[config.mk]
export PLATFORM = sky130hd
export DESIGN_NAME = cps_display_driver
export DESIGN_NICKNAME = d
export VERILOG_FILES = /design/src/rtl/cps_display_driver.sv
export SDC_FILE = /design/constraint.sdc
export NUM_CORES = 1
export LEC_CHECK = 0
export CAP_MARGIN = 0
export CORE_MARGIN = 3
export CORE_UTILIZATION = 45
export DETAILED_ROUTE_END_ITERATION = 8
export PLACE_DENSITY = 0.66
export REMOVE_ABC_BUFFERS = 1
export SLEW_MARGIN = 20
export SYNTH_ARGS = -nofsm -noshare
export SYNTH_HDL_FRONTEND = slang
export SYNTH_SLANG_ARGS = --single-unit
export TNS_END_PERCENT = 50
[constraint.sdc]
create_clock -name Clk -period 1.73 [get_ports Clk]
set_input_delay 0.519 -clock Clk [delete_from_list [all_inputs] [get_ports Clk]]
set_output_delay 0.519 -clock Clk [all_outputs]
set_load 0.1 [all_outputs]
[src/rtl/cps_display_driver.sv]
// Car-park status to 4-digit common-anode seven-segment scan driver; outputs registered one cycle after scan state.
// Optional CPS_BLINK_EN macro blinks the "Err " message at a BLINK_DIV-frame half-period.
module cps_display_driver #(
  parameter int REFRESH_DIV = 100000,
  parameter int BLINK_DIV   = 32
) (
  input  logic       Clk,
  input  logic       Rst,
  input  logic [2:0] status,
  output logic [6:0] display,
  output logic [3:0] anodeActivate,
  output logic       frameStart
);

  localparam int RW = (REFRESH_DIV > 1) ? $clog2(REFRESH_DIV) : 1;

  localparam logic [6:0] G_E     = 7'b0110000;
  localparam logic [6:0] G_N     = 7'b1101010;
  localparam logic [6:0] G_T     = 7'b1110000;
  localparam logic [6:0] G_P     = 7'b0011000;
  localparam logic [6:0] G_R     = 7'b1111010;
  localparam logic [6:0] G_G     = 7'b0100001;
  localparam logic [6:0] G_O_LO  = 7'b1100010;
  localparam logic [6:0] G_S     = 7'b0100100;
  localparam logic [6:0] G_O_UP  = 7'b0000001;
  localparam logic [6:0] G_DASH  = 7'b1111110;
  localparam logic [6:0] G_BLANK = 7'b1111111;

  logic [RW-1:0] refresh_cnt_q, refresh_cnt_d;
  logic [1:0]    digit_idx_q, digit_idx_d;
  logic [2:0]    latched_status_q, latched_status_d;
  logic [6:0]    display_q, display_d;
  logic [3:0]    anode_q, anode_d;
  logic          frame_start_q, frame_start_d;
  logic          digit_tick;
  logic          frame_wrap;
  logic          hide;

  // Character k of the message, k=3 being the leftmost.
  function automatic logic [6:0] glyph(input logic [2:0] st, input logic [1:0] k);
    logic [6:0] g;
    g = G_BLANK;
    case (st)
      3'd0: g = G_BLANK;
      3'd1: case (k)
              2'd3: g = G_E;
              2'd2: g = G_N;
              2'd1: g = G_T;
              default: g = G_P;
            endcase
      3'd2: case (k)
              2'd3: g = G_E;
              2'd2: g = G_R;
              2'd1: g = G_R;
              default: g = G_BLANK;
            endcase
      3'd3: case (k)
              2'd3: g = G_G;
              2'd2: g = G_O_LO;
              default: g = G_BLANK;
            endcase
      3'd4: case (k)
              2'd3: g = G_S;
              2'd2: g = G_T;
              2'd1: g = G_O_UP;
              default: g = G_P;
            endcase
      default: g = G_DASH;
    endcase
    return g;
  endfunction

  assign digit_tick = (refresh_cnt_q == RW'(REFRESH_DIV - 1));
  assign frame_wrap = digit_tick && (digit_idx_q == 2'd3);

`ifdef CPS_BLINK_EN
  localparam int BW = (BLINK_DIV > 1) ? $clog2(BLINK_DIV) : 1;

  logic [BW-1:0] blink_cnt_q, blink_cnt_d;
  logic          blink_hidden_q, blink_hidden_d;

  always_comb begin
    blink_cnt_d    = blink_cnt_q;
    blink_hidden_d = blink_hidden_q;
    if (frame_wrap) begin
      // A new message always starts in its visible half-period.
      if (status != latched_status_q) begin
        blink_cnt_d    = '0;
        blink_hidden_d = 1'b0;
      end else if (blink_cnt_q == BW'(BLINK_DIV - 1)) begin
        blink_cnt_d    = '0;
        blink_hidden_d = ~blink_hidden_q;
      end else begin
        blink_cnt_d = blink_cnt_q + 1'b1;
      end
    end
  end

  always_ff @(posedge Clk) begin
    if (Rst) begin
      blink_cnt_q    <= '0;
      blink_hidden_q <= 1'b0;
    end else begin
      blink_cnt_q    <= blink_cnt_d;
      blink_hidden_q <= blink_hidden_d;
    end
  end

  assign hide = blink_hidden_q && (latched_status_q == 3'd2);
`else
  // Without blinking nothing is hidden; BLINK_DIV is referenced only for legal-range sanity.
  assign hide = (BLINK_DIV < 1);
`endif

  always_comb begin
    refresh_cnt_d    = digit_tick ? '0 : refresh_cnt_q + 1'b1;
    digit_idx_d      = digit_tick ? digit_idx_q + 2'd1 : digit_idx_q;
    latched_status_d = frame_wrap ? status : latched_status_q;
    frame_start_d    = frame_wrap;
    anode_d          = ~(4'b0001 << digit_idx_q);
    display_d        = hide ? G_BLANK : glyph(latched_status_q, digit_idx_q);
  end

  always_ff @(posedge Clk) begin
    if (Rst) begin
      refresh_cnt_q    <= '0;
      digit_idx_q      <= 2'd0;
      latched_status_q <= 3'd0;
      frame_start_q    <= 1'b0;
      anode_q          <= 4'b1111;
      display_q        <= G_BLANK;
    end else begin
      refresh_cnt_q    <= refresh_cnt_d;
      digit_idx_q      <= digit_idx_d;
      latched_status_q <= latched_status_d;
      frame_start_q    <= frame_start_d;
      anode_q          <= anode_d;
      display_q        <= display_d;
    end
  end

  assign display       = display_q;
  assign anodeActivate = anode_q;
  assign frameStart    = frame_start_q;

endmodule

==> key figures, run 1 <==
Placed design
  • Buffers added on ports: 16
  • DP Area: 0.00197 mm²
  • GP Congestion: 0.854
  • Post-DP HPWL: 2.39 mm

Synthesis
  • Syn Inst Count: 183
  • Synth Cell Area: 0.00161 mm²
  • Yosys cell types: 35
  • Sequential share of the synthesized area: 42.2%
  • YS warnings: 0
  • Yosys reg bits: 34
  • Mean Syn Cell Area: 8.82 µm²

GRT
  • Grt ovf: 0
  • Number of global-route vias before repair: 1,252
  • First-pass GRT wire length: 5.49 mm
  • Largest net degree at the start of global routing: 18
  • Initial antenna violation count: 0
  • Gr usage total: 16.9%

Power
  • Power Dens Cells: 627 mW/mm²
  • Leak Pwr: 0.735 nW
  • VDD IR max: 0.000454 V
  • Total Power: 1.27 mW

Worst setup path
  • Worst Path Required: 1.97 ns
  • CP arrival: 1.86 ns
  • Crit path largest cell delay: 0.42 ns
  • Buf/Inv on CP: 1
  • RR Endpoint: display[4]
  • Slowest-stage cell, CP: dfxtp_1
  • Critical Path, Cell by Cell: inv_2, ha_2, o21ba_2, a21oi_1, nor2_1, a311o_1
  • R2R Path Start: digit_idx_q[0]
  • Startpoint Class: register
  • Crit. End Element: register
  • Register-to-register setup slack: 0.11 ns
  • Kind of critical path: register to register
  • Worst Path Max Fanout: 6
  • Cell family with most CP delay: compound AO/OA/AOI/OAI gates
  • R2R cell count: 6

Route
  • ANT nets after route: 0
  • DR WL met3: 133 µm
  • Drt drc: 0
  • Met1 WL: 1.36 mm
  • Post-Route WL: 3.24 mm
  • Vias: 1,308
  • DR top layer: met4
  • Iter 0 DRT Violations: 78
  • Via density: 5.21
  • Met2 wire length: 1.69 mm
  • DRT Pass-1 Iters: 4
  • DR WL/cell: 12.9 µm

STA
  • Worst Max-Slew Pin Slew: 0.554 ns
  • Final min period: 1.62 ns
  • Final Cycle Share: 93.9%
  • Final Slew Violations: 0
  • Peak Freq: 616 MHz
  • Final count of negative-setup-slack endpoints: 0
  • Hold Fails Final Rpt: 0
  • Setup TNS: 0 ns
  • Clock skew: 0.0108 ns
  • Hold Worst Slack: 0.509 ns
  • RSZ-0062 raised after global routing: false
  • Worst rel slew slack: 62.6%

Worst hold path
  • Hold Path End: digit_idx_q[1]
  • Hold depth: 2
  • Hold path start: digit_idx_q[1]
  • Hold WC Path Type: register to register

Clock network
  • Root Buffer: clkbuf_4
  • CTS buffer count: 5
  • Clock tree buffer depth: 2
  • CTS Hold Bufs: 0
  • Post-CTS Resized: 1
  • Sink Count: 34
  • # Post-CTS Setup Buffers: 0
  • Worst-skew pair later-pin latency: 0.34 ns
  • Clock transition at path regs: 0.10 ns
  • H-tree depth: 2
  • CTS tree: yes

Flow run
  • # Max-Cap Violations: 0

Floorplan
  • Row count: 21
  • Die Y: 65.9 µm
  • Die width: 65.9 µm
  • Core ar.: 0.00339 mm²
  • Initial Util: 47.6%
  • Die Area: 0.00434 mm²
  • Num ports: 17

Final layout
  • NumNets Final: 218
  • Number of diodes: 0
  • Share of layout cells above drive strength 1: 18.5%
  • Synth-to-layout area growth: 25.7%
  • Design Area, Final: 0.00203 mm²

Status
  • Status: finished clean
[worst register-to-register path: stages (launching register included)]
cell and delay (ns):
dfxtp_1 0.42, inv_2 0.10, ha_2 0.23, o21ba_2 0.23, a21oi_1 0.15, nor2_1 0.05, a311o_1 0.33
[Yosys cell counts, drive strengths merged]
library cell	count	area, µm²
o21ba	1	10.0
nor2	25	93.8
nand2	6	22.5
xor2	4	35.0
nand3	7	45.0
o21bai	3	22.5
nor3	3	15.0
nand4	10	62.6
nand3b	3	22.5
nor4	5	37.5
a31oi	1	6.26
and4	2	18.8
dfxtp	34	681
or3	3	18.8
a31o	1	8.76
and3	2	12.5
nor3b	3	22.5
buf	3	30.0
o311ai	1	8.76
nor4b	1	15.0
o21ai	8	40.0
or2	1	8.76
xnor2	10	87.6
a211o	1	8.76
nand2b	5	31.3
clkbuf	5	18.8
a21oi	14	70.1
a311o	1	10.0
ha	8	100
nor2b	2	12.5
inv	10	37.5
[per-layer routing]
metal	vias up	GRT usage, %
li1	676	-
met2	23	30.0
met3	5	5.10
met5	-	0
met1	604	18.0
met4	0	7.77
[worst max path at each step]
stage / start / end / slack, ns / cells past startpoint
3_5_place_dp: digit_idx_q[0] / display[4] / 0.01 / 6
3_3_place_gp: Rst / display[4] / 0.05 / 4
5_1_grt: digit_idx_q[0] / display[4] / 0.008 / 6
4_1_cts: digit_idx_q[0] / display[4] / 0.06 / 6
2_1_floorplan: refresh_cnt_q[0] / refresh_cnt_q[10] / 0.11 / 5
6_report: digit_idx_q[0] / display[4] / 0.11 / 6
[state kept, by name, summed over array words and instances, names as in the netlist]
| signal | flops |
|---|---|
| refresh_cnt_q | 17 |
| display | 7 |
| anodeActivate | 4 |
| latched_status_q | 3 |
| digit_idx_q | 2 |
| frameStart | 1 |
[cell usage in the layout (no fill, tap or decap), drive strengths merged, types with 7 or more instances in the layout]
| cell type | count |
|---|---|
| nand4 | 10 |
| dfxtp | 34 |
| clkbuf | 7 |
| o21ai | 8 |
| inv | 10 |
| xnor2 | 10 |
| nand3 | 7 |
| nor2 | 25 |
| ha | 8 |
| a21oi | 14 |
| buf | 19 |
[report_power, final]
part	switching (mW)	internal (mW)	total, mW	leakage [nW]
Combinational	0.0328	0.0320	0.0648	0.433
Sequential	0.00790	0.789	0.797	0.276
Clock	0.256	0.153	0.410	0.0254
Total	0.297	0.974	1.27	0.735
[per-stage QoR]
stage               instances  setup WS (ns)  utilization (%)
global placement          244         0.0464             58.1
finish                    251          0.106             59.8
CTS                       251         0.0555             59.5
detailed placement        244         0.0102             58.1
floorplan                 175          0.115                -
global route              251        0.00765             59.8
[final cells by class]
| type | instances | area [µm²] |
|---|---|---|
| Inverter | 10 | 37.5 |
| Clock buffer | 7 | 45.0 |
| Tap cell | 46 | 57.6 |
| Timing Repair Buffer | 23 | 345 |
| Fill cell | 296 | 1360 |
| Sequential cell | 34 | 682 |
| Multi-Input combinational cell | 131 | 861 |
[kinds of logic (layout without fill, tap and decap cells)]
logic type	Yosys count	in the layout	synth area share, %
fa+ha+maj	8	8	6.20
xor+xnor	14	14	7.60
compound gates	31	31	11.5
buf+inv	18	40	5.35
simple gates	78	78	27.2
flops	34	34	42.2
Power figures use the tool's default switching activity.
==> run 2, diff against run 1 <==
- CAP_MARGIN: 0 -> not set
- CORE_UTILIZATION: 45 -> 49
- PLACE_DENSITY: 0.66 -> 0.71
==> key figures, run 2 (synthesis results as in run 1) <==
Status
  • Status: finished clean

Worst setup path
  • RR Endpoint: display[4]
  • Kind of critical path: register to register
  • Buf/Inv on CP: 1 (unchanged)
  • CP arrival: 1.86 ns (about the same)
  • Critical Path, Cell by Cell: inv_1, ha_2, nor3b_1, o21ai_0, o311ai_0, a311o_1
  • R2R cell count: 6 (unchanged)
  • Worst Path Max Fanout: 5 (-1)
  • R2R Path Start: digit_idx_q[0]
  • Worst Path Required: 1.96 ns (about the same)
  • Crit. End Element: register
  • Cell family with most CP delay: compound AO/OA/AOI/OAI gates
  • Crit path largest cell delay: 0.35 ns (-0.07 ns)
  • Startpoint Class: register
  • Slowest-stage cell, CP: dfxtp_2
  • Register-to-register setup slack: 0.10 ns (about the same)

STA
  • Worst Max-Slew Pin Slew: 0.639 ns (+0.0857 ns)
  • Final Slew Violations: 0 (unchanged)
  • Clock skew: 0.00353 ns (-0.00731 ns)
  • RSZ-0062 raised after global routing: false
  • Setup TNS: 0 ns (unchanged)
  • Peak Freq: 614 MHz (-0.32%)
  • Final count of negative-setup-slack endpoints: 0 (unchanged)
  • Final Cycle Share: 94.2% (+0.30 points)
  • Final min period: 1.63 ns (+0.00513 ns)
  • Hold Fails Final Rpt: 0 (unchanged)
  • Worst rel slew slack: 56.8% (-5.8 points)

Floorplan
  • Core ar.: 0.00310 mm² (-8.5%)
  • Initial Util: 52.0% (+4.4 points)
  • Num ports: 17 (unchanged)
  • Row count: 20 (-4.8%)
  • Die Area: 0.00402 mm² (-7.4%)
  • Die width: 63.4 µm (-3.8%)
  • Die Y: 63.4 µm (-3.8%)

Final layout
  • Synth-to-layout area growth: 27.8%
  • Number of diodes: 0 (unchanged)
  • Share of layout cells above drive strength 1: 18.8% (+0.21 points)
  • Largest Register: refresh_cnt_q
  • NumNets Final: 220 (+0.92%)
  • Design Area, Final: 0.00206 mm² (+1.7%)
  • Most common cell after layout, fill and taps aside: dfxtp_1
  • Most frequent cells in the layout: 32 x dfxtp_1, 24 x nor2_1, 14 x a21oi_1
  • Max reg flops: 17 (unchanged)
  • Final Util: 66.5% (+6.7 points)

Worst hold path
  • Hold WC Path Type: register to register
  • Hold path start: digit_idx_q[1]
  • Hold depth: 2 (unchanged)
  • Hold Path End: digit_idx_q[1]

GRT
  • Largest net degree at the start of global routing: 18 (unchanged)
  • Most Crowded Layer GR: met2
  • GR Layer Usage met3: 6.77% (+1.7 points)
  • Number of global-route vias before repair: 1,372 (+9.6%)
  • Grt ovf: 0 (unchanged)
  • GRT met2 Usage: 32.1% (+2.0 points)
  • Met1 Use GR: 22.3% (+4.2 points)
  • Gr usage total: 19.4% (+2.5 points)
  • First-pass GRT wire length: 6.13 mm (+12%)
  • Initial antenna violation count: 0 (unchanged)

Route
  • DRT Pass-1 Iters: 4 (unchanged)
  • Drt drc: 0 (unchanged)
  • ANT nets after route: 0 (unchanged)
  • Post-Route WL: 3.36 mm (+3.6%)
  • Iter 0 DRT Violations: 75 (-3.8%)
  • Via density: 5.38 (+3.3%)
  • Vias: 1,356 (+3.7%)
  • DR WL/cell: 13.3 µm (+3.2%)

Clock network
  • Clock transition at path regs: 0.10 ns (about the same)
  • Worst-skew pair later-pin latency: 0.34 ns (about the same)
  • Root Buffer: clkbuf_4
  • # Post-CTS Setup Buffers: 0 (unchanged)
  • Clock tree buffer depth: 2 (unchanged)
  • H-tree depth: 2 (unchanged)
  • Sink Count: 34 (unchanged)
  • CTS tree: yes
  • CTS buffer count: 5 (unchanged)

Power
  • Power Dens Cells: 694 mW/mm² (+11%)
  • VDD IR max: 0.000460 V (+1.4%)
  • Leak Pwr: 0.762 nW (+3.7%)

Placed design
  • GP Congestion: 0.852 (-0.32%)
  • Post-DP HPWL: 2.50 mm (+4.7%)
  • Buffers added on ports: 16 (unchanged)
  • DP Area: 0.00198 mm² (+0.64%)

Flow run
  • # Max-Cap Violations: 0 (unchanged)
## run 2: cell count changes in the layout (fill, tap and decap cells not counted), sizes merged
| cell | previous run | this run |
|---|---|---|
| buf | 19 | 21 |
| bufinv | 0 | 1 |
## run 2: what timing repair did
| item | 4_1_cts | 5_1_grt |
|---|---|---|
| setup endpoints to repair | 0 | 7 |
| resized for setup | 0 | 4 |
| endpoints found under the hold margin | 0 | 0 |
| hold buffers | 0 | 0 |
## run 2: stage by stage
stage	cells	hold WS [ns]	worst slack (ns)	total power [mW]
6_report	252	0.515	0.101	1.43
5_1_grt	252	0.537	0.00516	1.49
4_1_cts	252	0.555	0.0457	1.45
3_5_place_dp	244	0.540	-0.0213	0.883
3_3_place_gp	244	0.508	0.0405	0.881
2_1_floorplan	175	0.441	0.115	0.842
## run 2: worst max path at each step
stage                     startpoint           endpoint  slack, ns  cells past startpoint
floorplan           refresh_cnt_q[0]  refresh_cnt_q[10]       0.11                      5
global placement                 Rst         display[4]       0.04                      4
detailed placement               Rst         display[4]      -0.02                      4
CTS                   digit_idx_q[0]         display[4]       0.05                      6
global route          digit_idx_q[0]         display[4]      0.005                      6
finish                digit_idx_q[0]         display[4]       0.10                      6
## run 2: report_power, final
group / switching (mW) / internal (mW)
Clock: 0.260 / 0.306
Combinational: 0.0343 / 0.0346
Sequential: 0.00639 / 0.789
Total: 0.301 / 1.13
## run 2: worst reg2reg max path, stage by stage (launching register included)
cell and delay (ns):
dfxtp_2 0.35, inv_1 0.16, ha_2 0.23, nor3b_1 0.05
o21ai_0 0.14, o311ai_0 0.24, a311o_1 0.34
## run 2: final cells by class
type                            instances  area [µm²]
Clock buffer                            7        45.0
Clock inverter                          1        30.0
Fill cell                             284        1040
Inverter                               10        37.5
Multi-Input combinational cell        131         852
Sequential cell                        34         683
Tap cell                               44        55.1
Timing Repair Buffer                   25         360
## run 2: metal layers
metal / up-vias / share of wire [%]
li1: 684 / -
met1: 634 / 42
met2: 29 / 50
met3: 9 / 5.0
met4: 0 / 2.4
met5: - / 0
